## src/rtl/branch_predictor_if.sv

```systemverilog
// Fetch/EX port bundle of the branch predictor: fetch-PC lookup,
// EX-stage resolve, redirect and statistics outputs.
interface branch_predictor_if;
    logic [31:0] if_pc;
    logic        pred_taken;
    logic [31:0] pred_target;
    logic        ex_valid;
    logic [31:0] ex_pc;
    logic        ex_taken;
    logic [31:0] ex_target;
    logic        ex_pred_taken;
    logic [31:0] ex_pred_target;
    logic        mispredict;
    logic [31:0] redirect_pc;
    logic [31:0] branch_count;
    logic [31:0] mispredict_count;

    modport master (
        output if_pc, ex_valid, ex_pc, ex_taken, ex_target, ex_pred_taken, ex_pred_target,
        input  pred_taken, pred_target, mispredict, redirect_pc, branch_count, mispredict_count
    );

    modport slave (
        input  if_pc, ex_valid, ex_pc, ex_taken, ex_target, ex_pred_taken, ex_pred_target,
        output pred_taken, pred_target, mispredict, redirect_pc, branch_count, mispredict_count
    );
endinterface

```

## src/rtl/branch_predictor.sv

```systemverilog
// Direct-mapped BTB with 2-bit saturating counters, trained from EX.
// Define BP_STATS_EN to build the resolved-branch and misprediction counters.
module branch_predictor #(
    parameter int INDEX_BITS = 4
) (
    input  logic              clk,
    input  logic              reset,
    branch_predictor_if.slave bp
);
    localparam int ENTRIES = 1 << INDEX_BITS;
    localparam int TAG_W   = 30 - INDEX_BITS;

    logic [ENTRIES-1:0] valid_q, valid_d;
    logic [TAG_W-1:0]   tag_q    [ENTRIES];
    logic [TAG_W-1:0]   tag_d    [ENTRIES];
    logic [31:0]        target_q [ENTRIES];
    logic [31:0]        target_d [ENTRIES];
    logic [1:0]         ctr_q    [ENTRIES];
    logic [1:0]         ctr_d    [ENTRIES];

    logic [INDEX_BITS-1:0] if_idx_s, ex_idx_s;
    logic [TAG_W-1:0]      if_tag_s, ex_tag_s;
    logic                  if_hit_s, ex_hit_s;
    logic                  unused_ok_s;

    function automatic logic [1:0] sat_inc(input logic [1:0] c);
        return (c == 2'b11) ? 2'b11 : c + 2'b01;
    endfunction

    function automatic logic [1:0] sat_dec(input logic [1:0] c);
        return (c == 2'b00) ? 2'b00 : c - 2'b01;
    endfunction

    assign if_idx_s    = bp.if_pc[INDEX_BITS+1:2];
    assign if_tag_s    = bp.if_pc[31:INDEX_BITS+2];
    assign ex_idx_s    = bp.ex_pc[INDEX_BITS+1:2];
    assign ex_tag_s    = bp.ex_pc[31:INDEX_BITS+2];
    assign if_hit_s    = valid_q[if_idx_s] && (tag_q[if_idx_s] == if_tag_s);
    assign ex_hit_s    = valid_q[ex_idx_s] && (tag_q[ex_idx_s] == ex_tag_s);
    assign unused_ok_s = ^{bp.if_pc[1:0], bp.ex_pc[1:0]};

    // Fetch lookup from the registered table; no bypass of the pending write
    always_comb begin
        bp.pred_taken  = 1'b0;
        bp.pred_target = bp.if_pc + 32'd4;
        if (if_hit_s && ctr_q[if_idx_s][1]) begin
            bp.pred_taken  = 1'b1;
            bp.pred_target = target_q[if_idx_s];
        end else begin
            bp.pred_taken  = 1'b0;
            bp.pred_target = bp.if_pc + 32'd4;
        end
    end

    // Misprediction detect and correct next-PC
    always_comb begin
        bp.mispredict  = bp.ex_valid &&
                         ((bp.ex_taken != bp.ex_pred_taken) ||
                          (bp.ex_taken && (bp.ex_target != bp.ex_pred_target)));
        bp.redirect_pc = bp.ex_taken ? bp.ex_target : (bp.ex_pc + 32'd4);
    end

    // Table training; not-taken misses are never allocated
    always_comb begin
        valid_d  = valid_q;
        tag_d    = tag_q;
        target_d = target_q;
        ctr_d    = ctr_q;
        if (bp.ex_valid) begin
            if (ex_hit_s) begin
                if (bp.ex_taken) begin
                    ctr_d[ex_idx_s]    = sat_inc(ctr_q[ex_idx_s]);
                    target_d[ex_idx_s] = bp.ex_target;
                end else begin
                    ctr_d[ex_idx_s]    = sat_dec(ctr_q[ex_idx_s]);
                end
            end else if (bp.ex_taken) begin
                valid_d[ex_idx_s]  = 1'b1;
                tag_d[ex_idx_s]    = ex_tag_s;
                target_d[ex_idx_s] = bp.ex_target;
                ctr_d[ex_idx_s]    = 2'b10;
            end else begin
                valid_d = valid_q;
            end
        end else begin
            valid_d = valid_q;
        end
    end

    // Table registers; reset leaves counters weak-not-taken
    always_ff @(posedge clk) begin
        if (reset) begin
            valid_q <= '0;
            for (int i = 0; i < ENTRIES; i++) begin
                tag_q[i]    <= '0;
                target_q[i] <= 32'h0;
                ctr_q[i]    <= 2'b01;
            end
        end else begin
            valid_q  <= valid_d;
            tag_q    <= tag_d;
            target_q <= target_d;
            ctr_q    <= ctr_d;
        end
    end

`ifdef BP_STATS_EN
    logic [31:0] branch_cnt_q, branch_cnt_d;
    logic [31:0] misp_cnt_q, misp_cnt_d;

    // Statistic next-state, free-running wrap
    always_comb begin
        if (bp.ex_valid) begin
            branch_cnt_d = branch_cnt_q + 32'd1;
        end else begin
            branch_cnt_d = branch_cnt_q;
        end
        if (bp.mispredict) begin
            misp_cnt_d = misp_cnt_q + 32'd1;
        end else begin
            misp_cnt_d = misp_cnt_q;
        end
    end

    // Statistic registers
    always_ff @(posedge clk) begin
        if (reset) begin
            branch_cnt_q <= 32'h0;
            misp_cnt_q   <= 32'h0;
        end else begin
            branch_cnt_q <= branch_cnt_d;
            misp_cnt_q   <= misp_cnt_d;
        end
    end

    assign bp.branch_count     = branch_cnt_q;
    assign bp.mispredict_count = misp_cnt_q;
`else
    assign bp.branch_count     = 32'h0;
    assign bp.mispredict_count = 32'h0;
`endif
endmodule

```

## src/flat_wrapper.sv

```systemverilog
// flat-port wrapper written by rule: the top's interface ports become plain ports
module branch_predictor_flat 
#(
    parameter int INDEX_BITS = 4
)
  (clk, reset, bp_if_pc, bp_ex_valid, bp_ex_pc, bp_ex_taken, bp_ex_target, bp_ex_pred_taken, bp_ex_pred_target, bp_pred_taken, bp_pred_target, bp_mispredict, bp_redirect_pc, bp_branch_count, bp_mispredict_count);
  branch_predictor_if bp_i ();
  input  logic clk;
  input  logic reset;
  input wire logic [$bits(bp_i.if_pc)-1:0] bp_if_pc;
  input wire logic [$bits(bp_i.ex_valid)-1:0] bp_ex_valid;
  input wire logic [$bits(bp_i.ex_pc)-1:0] bp_ex_pc;
  input wire logic [$bits(bp_i.ex_taken)-1:0] bp_ex_taken;
  input wire logic [$bits(bp_i.ex_target)-1:0] bp_ex_target;
  input wire logic [$bits(bp_i.ex_pred_taken)-1:0] bp_ex_pred_taken;
  input wire logic [$bits(bp_i.ex_pred_target)-1:0] bp_ex_pred_target;
  output wire logic [$bits(bp_i.pred_taken)-1:0] bp_pred_taken;
  output wire logic [$bits(bp_i.pred_target)-1:0] bp_pred_target;
  output wire logic [$bits(bp_i.mispredict)-1:0] bp_mispredict;
  output wire logic [$bits(bp_i.redirect_pc)-1:0] bp_redirect_pc;
  output wire logic [$bits(bp_i.branch_count)-1:0] bp_branch_count;
  output wire logic [$bits(bp_i.mispredict_count)-1:0] bp_mispredict_count;
  assign bp_i.if_pc = bp_if_pc;
  assign bp_i.ex_valid = bp_ex_valid;
  assign bp_i.ex_pc = bp_ex_pc;
  assign bp_i.ex_taken = bp_ex_taken;
  assign bp_i.ex_target = bp_ex_target;
  assign bp_i.ex_pred_taken = bp_ex_pred_taken;
  assign bp_i.ex_pred_target = bp_ex_pred_target;
  assign bp_pred_taken = bp_i.pred_taken;
  assign bp_pred_target = bp_i.pred_target;
  assign bp_mispredict = bp_i.mispredict;
  assign bp_redirect_pc = bp_i.redirect_pc;
  assign bp_branch_count = bp_i.branch_count;
  assign bp_mispredict_count = bp_i.mispredict_count;
  branch_predictor #(.INDEX_BITS(INDEX_BITS)) u_core (.clk(clk), .reset(reset), .bp(bp_i));
endmodule
```

## config.mk

```make
export PLATFORM = sky130hd
export DESIGN_NAME = branch_predictor_flat
export DESIGN_NICKNAME = d
export VERILOG_FILES = /design/src/rtl/branch_predictor_if.sv /design/src/rtl/branch_predictor.sv /design/src/flat_wrapper.sv
export SDC_FILE = /design/constraint.sdc
export NUM_CORES = 2
export LEC_CHECK = 0
export BUFFER_PORTS_ARGS = -buffer_cell sky130_fd_sc_hd__buf_4
export CORE_MARGIN = 8
export CORE_UTILIZATION = 30
export DETAILED_ROUTE_END_ITERATION = 8
export PLACE_DENSITY_LB_ADDON = 0.05
export RECOVER_POWER = 50
export SYNTH_ARGS = -nofsm -noshare
export SYNTH_HDL_FRONTEND = slang
export SYNTH_SLANG_ARGS = --single-unit
```

## constraint.sdc

```tcl
create_clock -name clk -period 7.67 [get_ports clk]
set_clock_uncertainty 0.05 [all_clocks]
set_input_delay 2.301 -clock clk [delete_from_list [all_inputs] [get_ports clk]]
set_output_delay 2.301 -clock clk [all_outputs]
set_load 0.03 [all_outputs]
```

==> summary.txt <==
status - finished with violations
failing checks - max-capacitance violations, max-slew violations, negative setup slack
Max Freq - 0.124 GHz
share of the yosys chip area belonging to registers - 0.395
clock power share - 0.483
CP arrival - 5.71 ns
Clk Latency, worst-skew pair - 0.77 ns
Hold Crit Endpoint - u_core.target_q[142]
antenna violations before repair - 7
Clock Tree Buf Depth - 3
TritonRoute pass-1 iters - 7
Post-Route M1 WL - 94.2 mm
CTS tree - yes
Final min period - 8.06 ns
maximum vdd drop - 0.000195 V
EDFF count, synth - 0
CP endpoint kind - primary output
R2R setup slack - 3.98 ns
Row Count - 149
PnR worst setup slack - -0.391 ns
commonest non-fill, non-tap cell in the layout - nand2_1
CTS Sinks - 976
fin. max-slew vios - 404
hold violation total from the final report - 0
Die X - 422 um
Final Cell Area - 0.0586 sq mm
Comb pwr share - 0.096
uppermost routed layer - met4
number of distinct library cells after synthesis - 53
Final Cycle Share - 1.05
CTS root buffer - clkbuf_16
type of the tightest min-delay check - register to register
Max-Cap Viols - 17
Hold Path Cell Cnt - 2
largest net degree at the start of global routing - 171
initial DRC count - 3,008
total power - 0.0122 W
Reg2Reg Depth - 13
metal3 WL - 8.17 mm
Total Wirelength - 219 mm
Startpoint Class - primary input
Die Y - 422 um
Final HPWL DP - 141 mm
Syn Inst Count - 5,131
worst r2r src - u_core.tag_q[313]
sequential share of power - 0.422
port bufs - 198
Overall Global Routing Usage - 0.237
clock slew at reported path FFs - 0.06 ns
placed cell area - 0.0540 sq mm
vias per std cell - 5.19
CP Class - primary input to primary output
synthesized area per cell - 9.65 sq um
commonest non-fill, non-tap cells in the layout - nand2_1, dfxtp_1, a21oi_1
num ports - 263
P_leak - 22.4 nW
Data required, critical path - 5.32 ns
total core area - 0.164 sq mm
Slew @ Worst Pin - 3.02 ns
Int Pwr - 0.00894 W
vias in the first global route - 38,800
Power Density - 208 mW/mm^2
final RePlAce weighted congestion - 0.811
Area Overhead vs Synth - 18.3%
sw frac - 0.266
Final Setup Violations - 36
die area - 0.178 sq mm
mapped cell area - 0.0495 sq mm
asr flop ratio synth - 0
first-pass GRT wire length - 309 mm
final net count - 5,314
H-tree lvl count - 3
antenna-violating nets left - 0
worst r2r dst - u_core.tag_q[49]
CP Max Fanout - 6
Num CTS Buffers - 118
RSZ-0062 raised after global routing - true
via count - 38,700
DRC Markers - 0
layout cells sized above 1 - 0.208
Hold Startpoint - u_core.target_q[142]
Main synth FF type - dfxtp_1
Detail Route met2 WL - 109 mm
slew margin rel. - -1.02
sw power - 0.00324 W
grt ovf - 0
#FFs+latches synth - 976
Synth warnings - 0
drt wl/cell - 29.4 um
Starting Density - 0.301
[worst max path at each step]
stage,startpoint,slack (ns),end,depth (start not counted)
global route,bp_if_pc[2],-0.49,bp_pred_target[0],16
finish,bp_if_pc[2],-0.39,bp_pred_target[0],16
CTS,bp_if_pc[2],-0.43,bp_pred_target[0],14
floorplan,bp_if_pc[2],0.006,bp_pred_target[10],11
detailed placement,bp_if_pc[2],-0.65,bp_pred_target[22],15
global placement,bp_if_pc[2],-0.65,bp_pred_target[22],15
[layer usage]
| layer | global-route usage | up-vias |
|---|---|---|
| met5 | 0 | - |
| li1 | - | 17700 |
| met4 | 0.0758 | 0 |
| met1 | 0.305 | 19700 |
| met3 | 0.0279 | 286 |
| met2 | 0.413 | 980 |
[flip-flops by register name, indices dropped and copies added (netlist names)]
name             count
u_core.ctr_q        32
u_core.tag_q       416
u_core.target_q    512
u_core.valid_q      16
[power groups by stage]
stage	Sequential (W)	Combinational (W)	Clock, W
2_1_floorplan	0.00524	0.000685	0
3_3_place_gp	0.00525	0.00116	0
3_5_place_dp	0.00525	0.00116	0
4_1_cts	0.00513	0.00118	0.00603
5_1_grt	0.00514	0.00122	0.00622
6_report	0.00513	0.00117	0.00588
[worst max-delay path: stages]
cell and delay, ns:
buf_16 0.13, buf_12 0.15, buf_6 0.10, mux4_2 0.47, mux4_2 0.48, xnor2_1 0.15
buf_4 0.14, nand4_1 0.14, buf_4 0.19, or3_4 0.40, nor4_4 0.15, buf_6 0.15
buf_16 0.16, buf_12 0.14, mux2_4 0.30, buf_6 0.14
[what timing repair did]
action / in CTS / in global routing
setup endpoints to repair: 33 / 33
resized for setup: 58 / 30
hold buffers: 0 / 0
pin swaps: 9 / 5
gates cloned: 6 / 2
buffers inserted: 12 / 6
[final cells by class]
class / instances / area, sq um
timing repair buffer: 445 / 4540
multi-input combinational: 3596 / 27600
tap: 2189 / 2740
antenna: 2 / 5.00
inverter: 39 / 146
clock inverter: 41 / 524
clock buffer: 180 / 3520
fill: 16600 / 106000
sequential: 976 / 19500
[synthesized netlist by cell type, drive strengths merged (5+ instances only)]
master / n / area share
a21oi: 537 / 0.054
a221o: 18 / 0.0036
a221oi: 21 / 0.0037
a22oi: 14 / 0.0021
a31oi: 6 / 0.00076
and2: 5 / 0.00063
and3: 14 / 0.0018
and4: 6 / 0.0011
buf: 209 / 0.028
clkbuf: 374 / 0.028
dfxtp: 976 / 0.39
ha: 5 / 0.0013
inv: 39 / 0.0030
mux2: 13 / 0.0030
mux2i: 480 / 0.097
mux4: 387 / 0.18
nand2: 1149 / 0.087
nand2b: 457 / 0.058
nand3: 41 / 0.0041
nand4: 22 / 0.0028
nor2: 55 / 0.0042
nor2b: 7 / 0.00088
nor3: 10 / 0.0010
nor4: 11 / 0.0017
o21ai: 82 / 0.0083
o311ai: 5 / 0.00088
o31ai: 6 / 0.00091
xnor2: 68 / 0.012
xor2: 79 / 0.014
[logic make-up (layout without fill, tap and decap cells)]
group,count (synthesis),in the layout,share of synthesized area
compound gates,713,713,0.0785
xor+xnor,147,147,0.0260
fa+ha+maj,5,5,0.00126
buf+inv,622,705,0.0592
flops,976,976,0.395
mux,880,880,0.276
other cells,1,66,0.0000757
simple gates,1787,1787,0.164
[through the flow]
| step | instances | setup TNS [ns] | setup WS (ns) | utilization | hold WS, ns |
|---|---|---|---|---|---|
| 5_1_grt | 7468 | -17.15 | -0.493 | 0.356 | 0.418 |
| 6_report | 7468 | -10.75 | -0.391 | 0.356 | 0.401 |
| 2_1_floorplan | 5194 | 0 | 0.00558 | - | 0.383 |
| 4_1_cts | 7462 | -12.49 | -0.427 | 0.356 | 0.402 |
| 3_3_place_gp | 7223 | -19.74 | -0.649 | 0.328 | 0.389 |
| 3_5_place_dp | 7223 | -19.84 | -0.653 | 0.328 | 0.393 |
Note: power is estimated with default switching activity, not from simulation.
